**config.mk**
```make
export PLATFORM = sky130hd
export DESIGN_NAME = btn_conditioner
export DESIGN_NICKNAME = d
export VERILOG_FILES = /design/src/rtl/btn_conditioner.sv
export SDC_FILE = /design/constraint.sdc
export NUM_CORES = 1
export LEC_CHECK = 0
export CELL_PAD_IN_SITES_DETAIL_PLACEMENT = 0
export CELL_PAD_IN_SITES_GLOBAL_PLACEMENT = 2
export CORE_MARGIN = 5
export CORE_UTILIZATION = 40
export DETAILED_ROUTE_END_ITERATION = 7
export PLACE_DENSITY = 0.87
export SKIP_CTS_REPAIR_TIMING = 1
export SKIP_LAST_GASP = 1
export SYNTH_ARGS = -nofsm -noshare
export SYNTH_HDL_FRONTEND = slang
export SYNTH_SLANG_ARGS = --single-unit
export TNS_END_PERCENT = 1
```
**constraint.sdc**
```tcl
create_clock -name CLK100MHZ -period 5.5 [get_ports CLK100MHZ]
set_clock_uncertainty 0.1 [all_clocks]
set_input_delay 1.1 -clock CLK100MHZ [delete_from_list [all_inputs] [get_ports CLK100MHZ]]
set_output_delay 1.1 -clock CLK100MHZ [all_outputs]
set_load 0.01 [all_outputs]
```
**src/rtl/btn_conditioner.sv**
```systemverilog
// Push-button conditioner: 2-flop sync, stable-count debounce, registered press/release pulses.
// Define BTN_LONG_PRESS_EN to add the per-channel hold counter and the BTN_LONG output.

module btn_chan #(
    parameter int DEBOUNCE_CYC = 1_000_000
`ifdef BTN_LONG_PRESS_EN
   ,parameter int LONG_CYC     = 100_000_000
`endif
) (
    input  logic CLK100MHZ,
    input  logic RST,
    input  logic btn_raw,
    output logic btn_level,
    output logic btn_press,
    output logic btn_release
`ifdef BTN_LONG_PRESS_EN
   ,output logic btn_long
`endif
);
    localparam int DW = $clog2(DEBOUNCE_CYC + 1);
    localparam logic [DW-1:0] DB_LAST = DW'(DEBOUNCE_CYC - 1);

    logic          sync1, sync2;
    logic [DW-1:0] db_cnt;
    logic          accept;

    // btn_level doubles as the RELEASED/PRESSED state bit
    assign accept = (sync2 != btn_level) && (db_cnt == DB_LAST);

    always_ff @(posedge CLK100MHZ) begin
        if (RST) begin
            sync1       <= 1'b0;
            sync2       <= 1'b0;
            db_cnt      <= '0;
            btn_level   <= 1'b0;
            btn_press   <= 1'b0;
            btn_release <= 1'b0;
        end else begin
            sync1       <= btn_raw;
            sync2       <= sync1;
            btn_press   <= 1'b0;
            btn_release <= 1'b0;
            if (sync2 == btn_level) begin
                db_cnt <= '0;
            end else if (accept) begin
                db_cnt      <= '0;
                btn_level   <= ~btn_level;
                btn_press   <= ~btn_level;
                btn_release <= btn_level;
            end else begin
                db_cnt <= db_cnt + 1'b1;
            end
        end
    end

`ifdef BTN_LONG_PRESS_EN
    localparam int LW = $clog2(LONG_CYC + 1);
    localparam logic [LW-1:0] LONG_LAST = LW'(LONG_CYC - 1);
    localparam logic [LW-1:0] LONG_MAX  = LW'(LONG_CYC);

    logic [LW-1:0] hold_cnt;

    // Saturating at LONG_MAX gives one event per hold, never a repeat
    always_ff @(posedge CLK100MHZ) begin
        if (RST) begin
            hold_cnt <= '0;
            btn_long <= 1'b0;
        end else begin
            btn_long <= 1'b0;
            if (!btn_level || accept) begin
                hold_cnt <= '0;
            end else if (hold_cnt != LONG_MAX) begin
                hold_cnt <= hold_cnt + 1'b1;
                if (hold_cnt == LONG_LAST)
                    btn_long <= 1'b1;
            end
        end
    end
`endif
endmodule

module btn_conditioner #(
    parameter int N_BTN        = 2,
    parameter int DEBOUNCE_CYC = 1_000_000,
    parameter int LONG_CYC     = 100_000_000
) (
    input  logic             CLK100MHZ,
    input  logic             RST,
    input  logic [N_BTN-1:0] BTN_RAW,
    output logic [N_BTN-1:0] BTN_LEVEL,
    output logic [N_BTN-1:0] BTN_PRESS,
    output logic [N_BTN-1:0] BTN_RELEASE
`ifdef BTN_LONG_PRESS_EN
   ,output logic [N_BTN-1:0] BTN_LONG
`endif
);
    if (DEBOUNCE_CYC < 1 || LONG_CYC < 1) begin : g_bad_param
        $error("btn_conditioner: DEBOUNCE_CYC and LONG_CYC must be >= 1");
    end

    for (genvar i = 0; i < N_BTN; i++) begin : g_chan
        btn_chan #(
            .DEBOUNCE_CYC(DEBOUNCE_CYC)
`ifdef BTN_LONG_PRESS_EN
           ,.LONG_CYC    (LONG_CYC)
`endif
        ) u_chan (
            .CLK100MHZ  (CLK100MHZ),
            .RST        (RST),
            .btn_raw    (BTN_RAW[i]),
            .btn_level  (BTN_LEVEL[i]),
            .btn_press  (BTN_PRESS[i]),
            .btn_release(BTN_RELEASE[i])
`ifdef BTN_LONG_PRESS_EN
           ,.btn_long   (BTN_LONG[i])
`endif
        );
    end
endmodule

```
==> impl_metrics.env <==
export IMPL_p_leak_nw=0.709
export IMPL_outcome="finished clean"
export IMPL_ys_warn_count=0
export IMPL_io_buffers=9
export IMPL_synth_top_family_by_area="simple AND/OR/NAND/NOR gates"
export IMPL_r2r_start="g_chan[0].u_chan.db_cnt[10]$_SDFF_PP0_"
export IMPL_cts_tree="done"
export IMPL_grt_use_met1_pct=14.6
export IMPL_grt_max_degree=20
export IMPL_critPathLaunch="g_chan[1].u_chan.btn_level$_SDFFE_PP0P_"
export IMPL_dieArea_sq_um=7040
export IMPL_finalCritPeriodShare_pct=44.0
export IMPL_finalPower_mw=0.590
export IMPL_wl_microns=4090
export IMPL_htreeDepth=2
export IMPL_synth_area_sq_um=2190
export IMPL_slowest_delay_ns=0.55
export IMPL_postPlaceCellArea_sq_um=2320
export IMPL_nNetsFinal=261
export IMPL_grt_total_usage_pct=12.1
export IMPL_grt_pass1_wl_microns=7200
export IMPL_busiest_layer="met2"
export IMPL_crit_path_max_fanout=4
export IMPL_synthArstFlopShare_pct=0
export IMPL_final_common_cell="dfxtp_1"
export IMPL_yosysSeqAreaShare_pct=45.8
export IMPL_yosysUniqueCellTypes=31
export IMPL_start_util_pct=40.4
export IMPL_slew_headroom_pct=69.9
export IMPL_min_path_type="reg2reg"
export IMPL_path_buf_inv=1
export IMPL_end_kind="output pin"
export IMPL_setup_viol=0
export IMPL_diodes=0
export IMPL_cts_buffers=5
export IMPL_tightest_slew_ns=0.446
export IMPL_path_delay_family="buffers and inverters"
export IMPL_yosys_area_share_simple_pct=31.0
export IMPL_route_detailed_drc=0
export IMPL_antenna_found_initial=0
export IMPL_drtIter0Drc=53
export IMPL_yosys_area_share_xor_xnor_pct=8.82
export IMPL_clk_latency_ns=0.29
export IMPL_ys_ff_latch=50
export IMPL_vias=1704
export IMPL_hold_violations=0
export IMPL_die_w_microns=83.9
export IMPL_clk_pin_slew_worst_paths_ns=0.09
export IMPL_clock_fmax_ghz=0.413
export IMPL_critPathLaunchType="flip-flop"
export IMPL_hpwlAfterDp_microns=2860
export IMPL_cp_required_ns=4.30
export IMPL_die_h_microns=83.9
export IMPL_synth_edf_count=0
export IMPL_maxCapViolCount=0
export IMPL_critPathSlowestCell="clkdlybuf4s50_1"
export IMPL_rows=27
export IMPL_period_needed_ns=2.42
export IMPL_utilization_pct=44.6
export IMPL_ant_nets=0
export IMPL_syn_to_final_growth_pct=10.3
export IMPL_worstHoldStart="g_chan[0].u_chan.sync1$_SDFF_PP0_"
export IMPL_overflow=0
export IMPL_critical_path_arrival_ns=1.22
export IMPL_pin_count=10
export IMPL_syn_num_nets=254
export IMPL_dp_cells=320
export IMPL_routed_via_density=5.20
export IMPL_synth_fa_ha_area_share_pct=1.14
export IMPL_post_route_cells_drive_above_1_share_pct=5.08
export IMPL_grtUsageMet2_pct=21.3
export IMPL_dr_pass1_iters=4
export IMPL_coreArea_sq_um=5410
export IMPL_path_class="reg2out"
export IMPL_setup_tns_ns=0
export IMPL_fin_cells=328
export IMPL_clockBufferDepth=2
export IMPL_grt_pass1_vias=1630
export IMPL_p_per_area_nw_per_um2=245
export IMPL_hold_slack_ns=0.343
export IMPL_slew_violations=0
export IMPL_muxShareOfSynthArea_pct=0
export IMPL_fin_area_sq_um=2410
export IMPL_layout_common_cells="dfxtp_1 (50), nor2_1 (25), a21oi_1 (18), nand3_1 (16), xor2_1 (14)"
export IMPL_clock_tree_root_cell="clkbuf_8"
export IMPL_gp_congestion=0.729
export IMPL_syn_inst=248
export IMPL_synth_compound_area_share_pct=9.04
export IMPL_max_vdd_ir_drop_mv=0.166
export IMPL_cts_sinks=50
export IMPL_syn_avg_cell_area_sq_um=8.81
export IMPL_grtUsageMet3_pct=2.67
export IMPL_fin_ws_ns=3.08
export IMPL_synth_ff_type="dfxtp_1"
export IMPL_dp_slack_ns=2.91
export IMPL_rsz0062_at_grt="false"
export IMPL_wl_per_cell_microns=12.5
export IMPL_worstPathCellList="clkdlybuf4s50_1"
metal layers:
layer	vias to the layer above	routed length (microns)
met4	0	26
met2	10	2020
met5	-	0
li1	897	-
met1	795	1950
met3	2	94
state kept, by name, summed over array words and instances (netlist names):
signal / flops
g_chan.u_chan.db_cnt: 40
g_chan.u_chan.btn_level: 2
g_chan.u_chan.btn_press: 2
g_chan.u_chan.btn_release: 2
g_chan.u_chan.sync1: 2
g_chan.u_chan.sync2: 2
synthesized netlist by cell type, types with 3 or more instances:
cell type  number  area share, %
dfxtp_1        50             46
nor2_1         25            4.3
a21oi_1        18            4.1
nand3_1        16            3.7
xor2_1         14            5.6
nand2_1        11            1.9
nand4_1         9            2.6
o21ai_0         9            2.1
or3_1           9            2.6
or4_1           9            3.1
and3_1          8            2.3
xnor2_1         8            3.2
inv_1           7            1.2
o31ai_1         7            2.4
buf_4           6            2.1
nand2b_1        5            1.4
nor2b_1         5            1.4
nor3_1          5            1.1
clkbuf_1        4           0.69
nor4b_1         4            1.6
nor4_1          3           0.86
layout make-up:
class                      instances  area [sq um]
fill                             546          2990
clock inverter                     2          12.5
multi-input combinational        180          1090
timing repair buffer              11           105
inverter                           7          26.3
sequential                        50          1000
clock buffer                       6          82.6
tap                               72          90.1
cell families (layout without fill, tap and decap cells):
logic type                 count (synthesis)  after routing
DFF                                       50             50
xor gates and xnor gates                  22             22
AOI/OAI and AO/OA                         36             36
buffers and inverters                     18             26
adders and majority gates                  2              2
and+or+nand+nor                          120            120
where the power goes:
group	internal [mW]	switching [mW]	total, mW	leakage (nW)
Combinational	0.00384	0.00460	0.00845	0.258
Clock	0.101	0.115	0.217	0.0472
Sequential	0.363	0.00117	0.365	0.404
final timing paths:
check	slack [ns]	cells past startpoint	to
worst min-delay path	0.34	1	g_chan[0].u_chan.sync2$_SDFF_PP0_
worst max register to register	3.42	4	g_chan[0].u_chan.db_cnt[17]$_SDFF_PP0_
worst min register to register	0.34	1	g_chan[0].u_chan.sync2$_SDFF_PP0_
worst max-delay path	3.08	1	BTN_LEVEL[1]
(Power assumes the default switching activity.)
